**config.mk**
```make
export PLATFORM = sky130hd
export DESIGN_NAME = xgmii_tx_rate_fifo
export DESIGN_NICKNAME = d
export VERILOG_FILES = /design/src/rtl/xgmii_tx_rate_fifo.sv
export SDC_FILE = /design/constraint.sdc
export NUM_CORES = 1
export LEC_CHECK = 0
export BUFFER_PORTS_ARGS = -buffer_cell sky130_fd_sc_hd__buf_2
export CAP_MARGIN = 25
export CELL_PAD_IN_SITES_DETAIL_PLACEMENT = 1
export CELL_PAD_IN_SITES_GLOBAL_PLACEMENT = 1
export CORE_ASPECT_RATIO = 0.6
export CORE_MARGIN = 2
export CORE_UTILIZATION = 40
export CTS_CLUSTER_SIZE = 24
export DETAILED_ROUTE_END_ITERATION = 10
export PLACE_DENSITY = 0.61
export SLEW_MARGIN = 25
export SYNTH_ARGS = -nofsm -noshare
export SYNTH_HDL_FRONTEND = slang
export SYNTH_SLANG_ARGS = --single-unit
```
**constraint.sdc**
```tcl
create_clock -name TX_CLK -period 17.5 [get_ports TX_CLK]
set_input_delay 4.375 -clock TX_CLK [delete_from_list [all_inputs] [get_ports TX_CLK]]
set_output_delay 4.375 -clock TX_CLK [all_outputs]
set_load 0.05 [all_outputs]
```
**src/rtl/xgmii_tx_rate_fifo.sv**
```systemverilog
// XGMII transmit buffer: absorbs MAC words in a small FIFO and emits a continuous
// stream to the PCS, deleting idles under back-pressure and flagging mid-frame underruns.
module xgmii_tx_rate_fifo #(
  parameter int LANES = 8,
  parameter int DEPTH = 16,
  parameter int AFULL = DEPTH - 4
) (
  input  logic                       TX_CLK,
  input  logic                       rst_s_i,
  input  logic [8*LANES-1:0]         TXD,
  input  logic [LANES-1:0]           TXC,
  input  logic                       VALID,
  output logic                       READY,
  input  logic                       rd_en_i,
  output logic [8*LANES-1:0]         XD_O,
  output logic [LANES-1:0]           XC_O,
  output logic [$clog2(DEPTH):0]     level_o,
  output logic                       overflow_o,
  output logic                       underrun_o,
  output logic [15:0]                idle_drop_cnt_o,
  output logic [15:0]                underrun_cnt_o
);

  localparam int DW = 8 * LANES;
  localparam int AW = $clog2(DEPTH);
  localparam int LW = AW + 1;
  localparam logic [LW-1:0] AFULL_L = LW'(AFULL);
  localparam logic [DW-1:0] IDLE_D  = {LANES{8'h07}};
  localparam logic [DW-1:0] ERR_D   = {LANES{8'hFE}};

  typedef enum logic [1:0] {S_IDLE, S_FRAME, S_DRAIN} state_t;

  function automatic logic f_is_idle(input logic [DW-1:0] d, input logic [LANES-1:0] c);
    return (&c) && (d == IDLE_D);
  endfunction

  function automatic logic f_is_start(input logic [DW-1:0] d, input logic [LANES-1:0] c);
    return c[0] && (d[7:0] == 8'hFB);
  endfunction

  function automatic logic f_is_term(input logic [DW-1:0] d, input logic [LANES-1:0] c);
    logic t;
    t = 1'b0;
    for (int i = 0; i < LANES; i++)
      if (c[i] && (d[8*i +: 8] == 8'hFD)) t = 1'b1;
    return t;
  endfunction

  logic [DW+LANES-1:0] mem [DEPTH];
  logic [AW-1:0]       wr_ptr, rd_ptr;
  logic [LW-1:0]       count;
  state_t              state, state_nx;
  logic [DW-1:0]       xd_nx, head_d;
  logic [LANES-1:0]    xc_nx, head_c;
  logic                push, pop, empty, ur_nx, in_idle;

  assign READY   = (count < AFULL_L);
  assign level_o = count;
  assign push    = VALID && READY;
  assign empty   = (count == '0);
  assign in_idle = f_is_idle(TXD, TXC);
  assign {head_c, head_d} = mem[rd_ptr];

  // NOTE: storage has no reset; emptiness is tracked by count, so stale entries are never read.
  always_ff @(posedge TX_CLK) begin
    if (push) mem[wr_ptr] <= {TXC, TXD};
  end

  // NOTE: every signal assigned below gets a default first so no latch is inferred.
  always_comb begin
    state_nx = state;
    xd_nx    = XD_O;
    xc_nx    = XC_O;
    ur_nx    = 1'b0;
    pop      = 1'b0;
    if (rd_en_i) begin
      case (state)
        S_IDLE: begin
          if (empty) begin
            xd_nx = IDLE_D;
            xc_nx = '1;
          end else begin
            pop   = 1'b1;
            xd_nx = head_d;
            xc_nx = head_c;
            if (f_is_start(head_d, head_c) && !f_is_term(head_d, head_c)) state_nx = S_FRAME;
          end
        end
        S_FRAME: begin
          if (empty) begin
            xd_nx    = ERR_D;
            xc_nx    = '1;
            ur_nx    = 1'b1;
            state_nx = S_DRAIN;
          end else begin
            pop   = 1'b1;
            xd_nx = head_d;
            xc_nx = head_c;
            if (f_is_term(head_d, head_c)) state_nx = S_IDLE;
          end
        end
        S_DRAIN: begin
          // Poisoned frame: discard everything up to and including its terminate.
          xd_nx = ERR_D;
          xc_nx = '1;
          if (!empty) begin
            pop = 1'b1;
            if (f_is_term(head_d, head_c)) state_nx = S_IDLE;
          end
        end
        default: state_nx = S_IDLE;
      endcase
    end
  end

  // NOTE: sequential state uses non-blocking assignments so all registers update together.
  always_ff @(posedge TX_CLK) begin
    if (rst_s_i) begin
      state           <= S_IDLE;
      wr_ptr          <= '0;
      rd_ptr          <= '0;
      count           <= '0;
      XD_O            <= IDLE_D;
      XC_O            <= '1;
      overflow_o      <= 1'b0;
      underrun_o      <= 1'b0;
      idle_drop_cnt_o <= '0;
      underrun_cnt_o  <= '0;
    end else begin
      state      <= state_nx;
      XD_O       <= xd_nx;
      XC_O       <= xc_nx;
      underrun_o <= ur_nx;
      overflow_o <= VALID && !READY && !in_idle;
      if (push) wr_ptr <= wr_ptr + AW'(1);
      if (pop)  rd_ptr <= rd_ptr + AW'(1);
      case ({push, pop})
        2'b10:   count <= count + LW'(1);
        2'b01:   count <= count - LW'(1);
        default: count <= count;
      endcase
      if (VALID && !READY && in_idle && (idle_drop_cnt_o != 16'hFFFF))
        idle_drop_cnt_o <= idle_drop_cnt_o + 16'd1;
      if (ur_nx && (underrun_cnt_o != 16'hFFFF))
        underrun_cnt_o <= underrun_cnt_o + 16'd1;
    end
  end

endmodule

```
* Word level (Yosys, flattened, before mapping)
Memories as Yosys holds them, arrays and structs flattened. A register that Yosys moved wholly into a read port is not among the register bits.
Index checks and enable logic that the tools add are counted.
** Cells by class
- Reduce and logical (&&, ||, !) cells :: 31
- Eq/ne operators :: 21
- Muxes and demuxes :: 38
- Add/sub/neg operators :: 6
- $lt $le $gt $ge :: 1
** Operator list (number)
- case mux 64 bit (3 select lines) :: 1
- two-way mux 64 bit :: 2
- == test 8 bit, second input constant :: 9
- == test 64 x 59 -> 1 bit, second input constant :: 1
- adder 16 x 1 -> 16 bit, second input constant :: 2
- inequality test 16 bit, second input constant :: 2
- two-way mux 1 bit :: 23
- logical AND 1 bit :: 17
- case mux 8 bit (2 select lines) :: 1
- two-way mux 2 bit :: 6
- case mux 5 bit (2 select lines) :: 1
- adder 4 x 1 -> 4 bit, second input constant :: 2
- two-way mux 4 bit :: 2
- two-way mux 8 bit :: 1
- inequality test 2 bit, second input constant :: 4
- AND reduction 8 bit :: 1
- case mux 2 bit (3 select lines) :: 1
- AND reduction 6 bit :: 1
- adder 5 x 1 -> 5 bit, second input constant :: 1
- zero test 5 bit :: 1
- < comparator 5 x 4 -> 1 bit, second input constant :: 1
- subtractor 5 x 1 -> 5 bit, second input constant :: 1
- == test 2 x 1 -> 1 bit, second input constant :: 2
- == test 2 bit, second input constant :: 2
- 8 further kinds :: 12
** Word-level totals
- Memories :: 1
- Memory bits (writable) :: 1152
- Input port bits :: 76
- Output and inout port bits :: 112
- Logic and storage cells :: 108
- Register bits after elaboration :: 121
** Memories
- mem :: depth 16, bits a word 72, read ports 1, clocked after memory_dff 1, wr ports 1, line 49 : logic [DW+LANES-1:0] mem [DEPTH];

* Depth between registers and ports, before layout
Gate-level depths: netlist (run 1).
- Word-level depth :: 18
- Depth in mapped cells :: 14
- Depth with buffers taken out :: 12

* Worst setup path before layout (run 1)
No wires, ideal clock.
- Path type :: input -> register
- Start point :: in VALID
- End point :: mem mem[3][0] (netlist name) (enable)
- Data arrival time :: 9.817 ns
- Stages on the path :: 4
- Data required time :: 16.910 ns
- Path buffers :: 1
- Library setup time :: 0.590 ns
- Slack :: 7.093 ns
- Cell sequence :: and2_1 clkbuf_1 nand2_1 nor3_1
** Between the ends
- Word-level cells in the longest chain between the ends :: 3
** RTL lines
- start, declared :: line 12 : input logic VALID,
- logical AND 1 bit :: line 59 : assign push = VALID && READY;
- two-way mux 1 bit :: line 66 : if (push) mem[wr_ptr] <= {TXC, TXD};
- two-way mux 1 bit (not written as such) :: line 66
- end, declared :: line 49
Every way passes these cells.

* Final worst setup path (run 1)
- Start point :: in TXD[34]
- End point :: reg idle_drop_cnt_o[15]
** Between the ends
- Word-level cells in the longest chain between the ends :: 4
** RTL lines
- start, declared :: line 10 : input logic [8*LANES-1:0] TXD,
- == test 64 x 59 -> 1 bit :: line 34 : return (&c) && (d == IDLE_D);
- logical AND 1 bit :: line 34
- logical AND 1 bit (2 in a row) :: line 142 : if (VALID && !READY && in_idle && (idle_drop_cnt_o != 16'hFFFF))
- end signal, assigned :: line 143 : idle_drop_cnt_o <= idle_drop_cnt_o + 16'd1;
- end, declared :: line 20 : output logic [15:0] idle_drop_cnt_o,
Every way passes these cells.
A chain may end at the register's enable or synchronous reset.

==> results of run 1 <==
flip-flops by register name (all words and copies together), names as in the netlist, named ones only:
signal and flops:
rd_ptr 4, mem 1152, state 2, overflow_o 1
idle_drop_cnt_o 16, underrun_o 1, level_o 5, underrun_cnt_o 16
XC_O 8, wr_ptr 4, XD_O 64
cell usage after synthesis (12+ instances only):
cell / instances / share of area (%)
edfxtp_1: 1152 / 71
mux4_2: 306 / 14
nand2_1: 149 / 1.1
dfxtp_1: 125 / 5.1
nor2_1: 94 / 0.72
a22oi_1: 79 / 1.2
a21oi_1: 70 / 0.72
clkbuf_1: 66 / 0.51
o21ai_0: 50 / 0.51
xor2_1: 25 / 0.45
buf_2: 24 / 0.25
o22ai_1: 24 / 0.31
nand3_1: 22 / 0.23
buf_6: 20 / 0.46
nand4_1: 20 / 0.26
ha_1: 15 / 0.39
a22o_1: 14 / 0.25
inv_1: 14 / 0.11
buf_4: 13 / 0.20
xnor2_1: 12 / 0.22
per-layer routing:
layer | track usage, % | vias up
met5 | 0 | -
li1 | - | 10400
met1 | 33.4 | 13900
met4 | 6.05 | 10
met3 | 3.79 | 226
met2 | 35.4 | 1001
final cells by class:
class                   count  area [um2]
well taps                1616        2020
multi-input cells         981       11000
clock inverters            65         566
diodes                      5        12.5
repair buffers            254        1480
inverters                  15        56.3
flip-flops and latches   1277       37100
clock buffers             154        3170
fillers                 11300       65700
stage by stage:
| step | total power, mW | instance area [um2] | worst slack (ns) |
|---|---|---|---|
| 6_report | 7.81 | 55400 | 9.91 |
| 5_1_grt | 8.08 | 55400 | 9.77 |
| 4_1_cts | 7.87 | 55400 | 9.96 |
| 3_5_place_dp | 5.36 | 51600 | 9.16 |
| 3_3_place_gp | 5.33 | 51600 | 9.19 |
| 2_1_floorplan | 4.81 | 48700 | 7.09 |
power groups by stage:
stage | clock, mW | combinational, mW | sequential, mW
2_1_floorplan | 0 | 1.05 | 3.75
3_3_place_gp | 0 | 1.72 | 3.61
3_5_place_dp | 0 | 1.74 | 3.62
4_1_cts | 2.57 | 1.75 | 3.56
5_1_grt | 2.68 | 1.84 | 3.57
6_report | 2.52 | 1.73 | 3.55
worst paths after layout:
| path | start | to | slack (ns) | depth (start not counted) |
|---|---|---|---|---|
| min reg2reg | XD_O[46] | XD_O[46] | 0.46 | 2 |
| max reg2reg | flip-flop | state[0] | 10.99 | 11 |
| min | XD_O[46] | XD_O[46] | 0.46 | 2 |
| max | TXD[34] | idle_drop_cnt_o[15] | 9.91 | 10 |
kinds of logic after synthesis:
group | after synthesis
compound gates | 265
xor+xnor | 37
fa+ha+maj | 16
buf+inv | 149
flops | 1277
mux | 314
simple gates | 349
worst max-delay path: cells and delay by family:
kind | cells | cell delay, ns
and+or+nand+nor | 8 | 3.30
buffers and inverters | 1 | 0.30
xor gates and xnor gates | 1 | 0.14
==> out/metrics.csv, run 1 <==
metric,value,unit
status,"complete, no violations",
ant_nets,0,
remaining_drc_errors,0,
p_switching,2.30,mW
cts_tree,done,
ctsHoldBuffers,0,
wire_per_inst,32.4,um
finalClockSkew,0.0262,ns
intPower,5.51,mW
gr-usage-all-layers,22.8,%
final_common_cell,edfxtp_1,
fin_nets,2738,
period_minus_slack,7.59,ns
cts_num_sinks,1277,
dieArea,125000,um2
synth-simple-area-share,3.35,%
row_count,99,
wl_met1,62000,um
gp_congestion,0.800,
comb_power_share,22.2,%
antenna_found_initial,17,
ys_seq_area_share,76.1,%
setup_tns,0,ns
synth_edf_count,1152,
synth-async-reset-ratio,0,%
cts_resized,0,
post_cts_buffers,0,
io_buffers,187,
hold_class,flip-flop to flip-flop,
clk_path_buf_depth,3,
drive_above_1_share,28.2,%
io_pins,188,
clk_pin_slew,0.06,ns
crit_path_start_kind,primary input,
hold_violations,0,
synth_seq_cells,1277,
most-common-layout-cells,"1152 x edfxtp_1, 306 x mux4_2, 187 x buf_2",
p_leak,17.4,nW
tightest_slew,1.11,ns
clockPowerShare,32.3,%
synthAdderAreaFrac,0.426,%
ir_drop,0.0844,mV
area_delta_synth_final,13.7,%
post-dp-hpwl,81100,um
via_per_inst,5.85,
seqPwrFrac,45.5,%
relSlewSlack,26.3,%
globalRouteOverflowTotal,0,
maxCapViolCount,0,
met2WireLength,66100,um
slowest_delay,0.79,ns
synth_xor_area_share,0.665,%
htreeDepth,3,
die_w,455,um
synth_top_family_by_area,multiplexers,
fmax,132,MHz
cp.arrival,8.15,ns
grt_first_pass_wirelength,201000,um
setup_viol,0,
chipHeight,274,um
crit_chain,buf_2 > nand4b_1 > nor4_2 > nand3_1 > or4_1 > or4b_1 > or3_4 > nor3_2 > xnor2_1 > nor2_1,
grt_pass1_vias,26500,
rsz0062_at_grt,no,
critPathRequiredTime,18.06,ns
synth_compound_area_share,3.52,%
ys.flop_type,edfxtp_1,
cts_inserted_buffers,117,
via_count,25500,
drtIter0Drc,2715,
fp.coreArea,121000,um2
drt_pass1_iterations,5,
dp.cells,4141,
highest_layer,met5,
cts-root-buf,clkbuf_16,
grt_max_degree,67,
cp-end-kind,flip-flop,
routed_wl,141000,um
fin_cells,4367,
synthCells,2407,
insertion_delay,0.73,ns
slew_violations,0,
p_per_area,141,nW/um2
fin_crit_sh,43.4,%
synth.net_count,2499,
critPathSlowestCell,nor4_2,
yosysUniqueCellTypes,61,
synth.area.mux_share,14.3,%
swShare,29.4,%
wl_met3,9730,um
start_util,40.2,%
fin_util,45.7,%
critPathMaxFanout,17,
ys_warn_count,0,
critPathKind,primary input to flip-flop,
synth_area_per_cell,20.2,um2
synth_area,48700,um2
whs,0.456,ns
Note: power is estimated with default switching activity, not from simulation.
==> run 2: changes to the inputs <==
ABC_AREA = 1   (was not set)
PLACE_DENSITY = 0.66   (was 0.61)
clock period = 7.3 ns   (was 17.5 ns; I/O delays follow)
==> run 2 against run 1 <==
- via count rose by 45%
- flip-flop and latch count did not move
- design area rose by 6.6%
- largest cell class unchanged
- die area rose by 8.3%
==> out/metrics.csv, run 2 <==
metric,value,unit,change
largest_reg_flops,1152,,unchanged
ctsHoldBuffers,0,,unchanged
clk_path_buf_depth,3,,unchanged
synth_edf_count,1152,,unchanged
chipHeight,286,um,+4.1%
critPathMaxFanout,18,,+1
synth_compound_area_share,6.22,%,+2.7 points
synth_top_family_by_area,simple AND/OR/NAND/NOR gates,,
cp.arrival,5.42,ns,-2.73 ns
relSlewSlack,23.3,%,-3.0 points
ys_warn_count,0,,unchanged
ir_drop,0.207,mV,+150%
setup_viol,0,,unchanged
ant_nets,0,,unchanged
critPathKind,primary input to flip-flop,,
largest_register,mem,,
via_per_inst,5.46,,-6.6%
rsz0062_at_grt,no,,
synth.area.top_cells,"edfxtp_1 65%, nand2_1 8.0%, nand3_1 4.9%, dfxtp_1 4.7%, nor2_1 4.1%",,
p_per_area,338,nW/um2,+140%
p_switching,7.05,mW,+210%
cts_num_sinks,1277,,unchanged
yosysTopAreaCell,edfxtp_1,,
cts_inserted_buffers,117,,unchanged
area_delta_synth_final,11.9,%,
yosysUniqueCellTypes,39,,-36%
critPathSlowestCell,nor4b_1,,
seqPwrFrac,42.7,%,-2.8 points
fin_util,45.0,%,-0.75 points
globalRouteOverflowTotal,0,,unchanged
ys.flop_type,edfxtp_1,,
routed_wl,170000,um,+20%
slew_violations,0,,unchanged
synth_seq_cells,1277,,unchanged
synthAdderAreaFrac,0.393,%,-0.033 points
die_w,473,um,+4.1%
synth.area.mux_share,0,%,-14 points
multi_input_area,13200,um2,+20%
most-common-layout-cells,"1152 x edfxtp_1, 1124 x nand2_1, 567 x nor2_1",,
cts_tree,done,,
start_util,40.2,%,about the same
gp_congestion,0.830,,+3.8%
grt_max_degree,177,,+160%
slowest_delay,0.95,ns,+0.16 ns
row_count,103,,+4.0%
post-dp-hpwl,100000,um,+24%
fin_cells,6761,,+55%
dieArea,135000,um2,+8.3%
clk_pin_slew,0.07,ns,about the same
ys_seq_area_share,70.2,%,-5.9 points
drtIter0Drc,3562,,+31%
grt_pass1_vias,36400,,+37%
grt_first_pass_wirelength,250000,um,+25%
synth-async-reset-ratio,0,%,unchanged
finalClockSkew,0.0437,ns,+0.0174 ns
post_cts_buffers,0,,unchanged
intPower,12.9,mW,+130%
cts_resized,0,,unchanged
whs,0.463,ns,+0.00743 ns
tightest_slew,1.13,ns,+0.0290 ns
swShare,35.3,%,+5.8 points
antenna_found_initial,26,,+9
dp.cells,6536,,+58%
comb_power_share,26.9,%,+4.7 points
clockPowerShare,30.4,%,-1.9 points
top_regs,"mem x1152, XD_O x64",,
period_minus_slack,4.80,ns,
drt_pass1_iterations,5,,unchanged
maxCapViolCount,0,,unchanged
yosys.area.top_type_share,65.5,%,-5.5 points
synth_area,52800,um2,+8.4%
n_fill_cell,14100,,+25%
synth.net_count,4919,,+97%
synthCells,4827,,+100%
critPathRequiredTime,7.92,ns,-10.14 ns
crit_chain,buf_2 > nor4b_1 > nand4_1 > nor3_1 > o2111ai_1 > nor2_1 > nand2_1 > nor2_1 > nand2_1 > nand2_1 > nor2_1,,
fin_nets,5015,,+83%
wire_per_inst,25.2,um,-22%
crit_path_start_kind,primary input,,
io_buffers,187,,unchanged
cts-root-buf,clkbuf_16,,
io_pins,188,,unchanged
synth_common_cells,"1152 x edfxtp_1, 1124 x nand2_1, 583 x nor2_1, 518 x nand3_1, 338 x inv_1",,
gr-usage-all-layers,25.0,%,+2.2 points
insertion_delay,0.74,ns,about the same
remaining_drc_errors,0,,unchanged
drive_above_1_share,8.90,%,-19 points
status,"complete, no violations",,
fp.coreArea,131000,um2,+8.4%
synth_most_common_cell,edfxtp_1,,
p_total,20.0,mW,+160%
final_common_cell,edfxtp_1,,
htreeDepth,3,,unchanged
p_leak,21.7,nW,+25%
synth-simple-area-share,18.1,%,+15 points
hold_violations,0,,unchanged
setup_tns,0,ns,unchanged
synth_area_per_cell,10.9,um2,-46%
synth_xor_area_share,0.116,%,-0.55 points
via_count,36900,,+45%
hold_class,flip-flop to flip-flop,,
fin_crit_sh,65.8,%,
cp-end-kind,flip-flop,,
seqCellArea,37100,um2,about the same
fmax,208,MHz,
-- run 2: cells by family (layout without fill, tap and decap cells) --
family | count (synthesis) | in the layout
AND/OR/NAND/NOR | 2318 | 2318
flip-flops | 1277 | 1277
buffers and inverters | 616 | 809
AO/OA/AOI/OAI | 593 | 593
adder cells (fa/ha/maj) | 16 | 16
XOR/XNOR | 7 | 7
other | 0 | 9
-- run 2: worst paths after layout --
kind | start | endpoint | slack, ns | cells after the start
worst min-delay path | XD_O[57] | XD_O[57] | 0.46 | 1
worst max register to register | flip-flop | state[1] | 2.86 | 19
worst min register to register | XD_O[57] | XD_O[57] | 0.46 | 1
worst max-delay path | TXD[0] | idle_drop_cnt_o[14] | 2.50 | 11
-- run 2: layout make-up --
class	count	area share, %
Tap cell	1732	3.67
Clock inverter	49	0.646
Sequential cell	1277	62.8
Antenna cell	9	0.0381
Multi-Input combinational cell	2934	22.4
Timing Repair Buffer	249	2.65
Inverter	344	2.22
Clock buffer	167	5.58
-- run 2: power groups by stage --
stage / Clock, mW / Combinational, mW / Sequential [mW]
6_report: 6.08 / 5.38 / 8.53
5_1_grt: 6.42 / 5.89 / 8.56
4_1_cts: 6.17 / 5.39 / 8.53
3_5_place_dp: 0 / 5.36 / 8.69
3_3_place_gp: 0 / 5.25 / 8.68
2_1_floorplan: 0 / 3.14 / 8.99
-- run 2: per-layer routing --
metal / GRT usage [%] / part of all wire (%)
met3: 3.59 / 6.2
met5: 0 / 0.067
met1: 38.4 / 48
met2: 37.4 / 44
met4: 5.46 / 1.8
-- run 2: stage by stage --
stage	instance area [um2]	setup slack (ns)
global placement	55400	1.82
finish	59100	2.50
detailed placement	55400	1.82
global route	59100	2.43
CTS	59100	2.62
floorplan	52800	1.51
-- run 2: worst max-delay path, delay by kind of cell --
family / cells / cell delay (ns)
simple gates: 9 / 2.78
compound gates: 1 / 0.52
buf+inv: 1 / 0.27
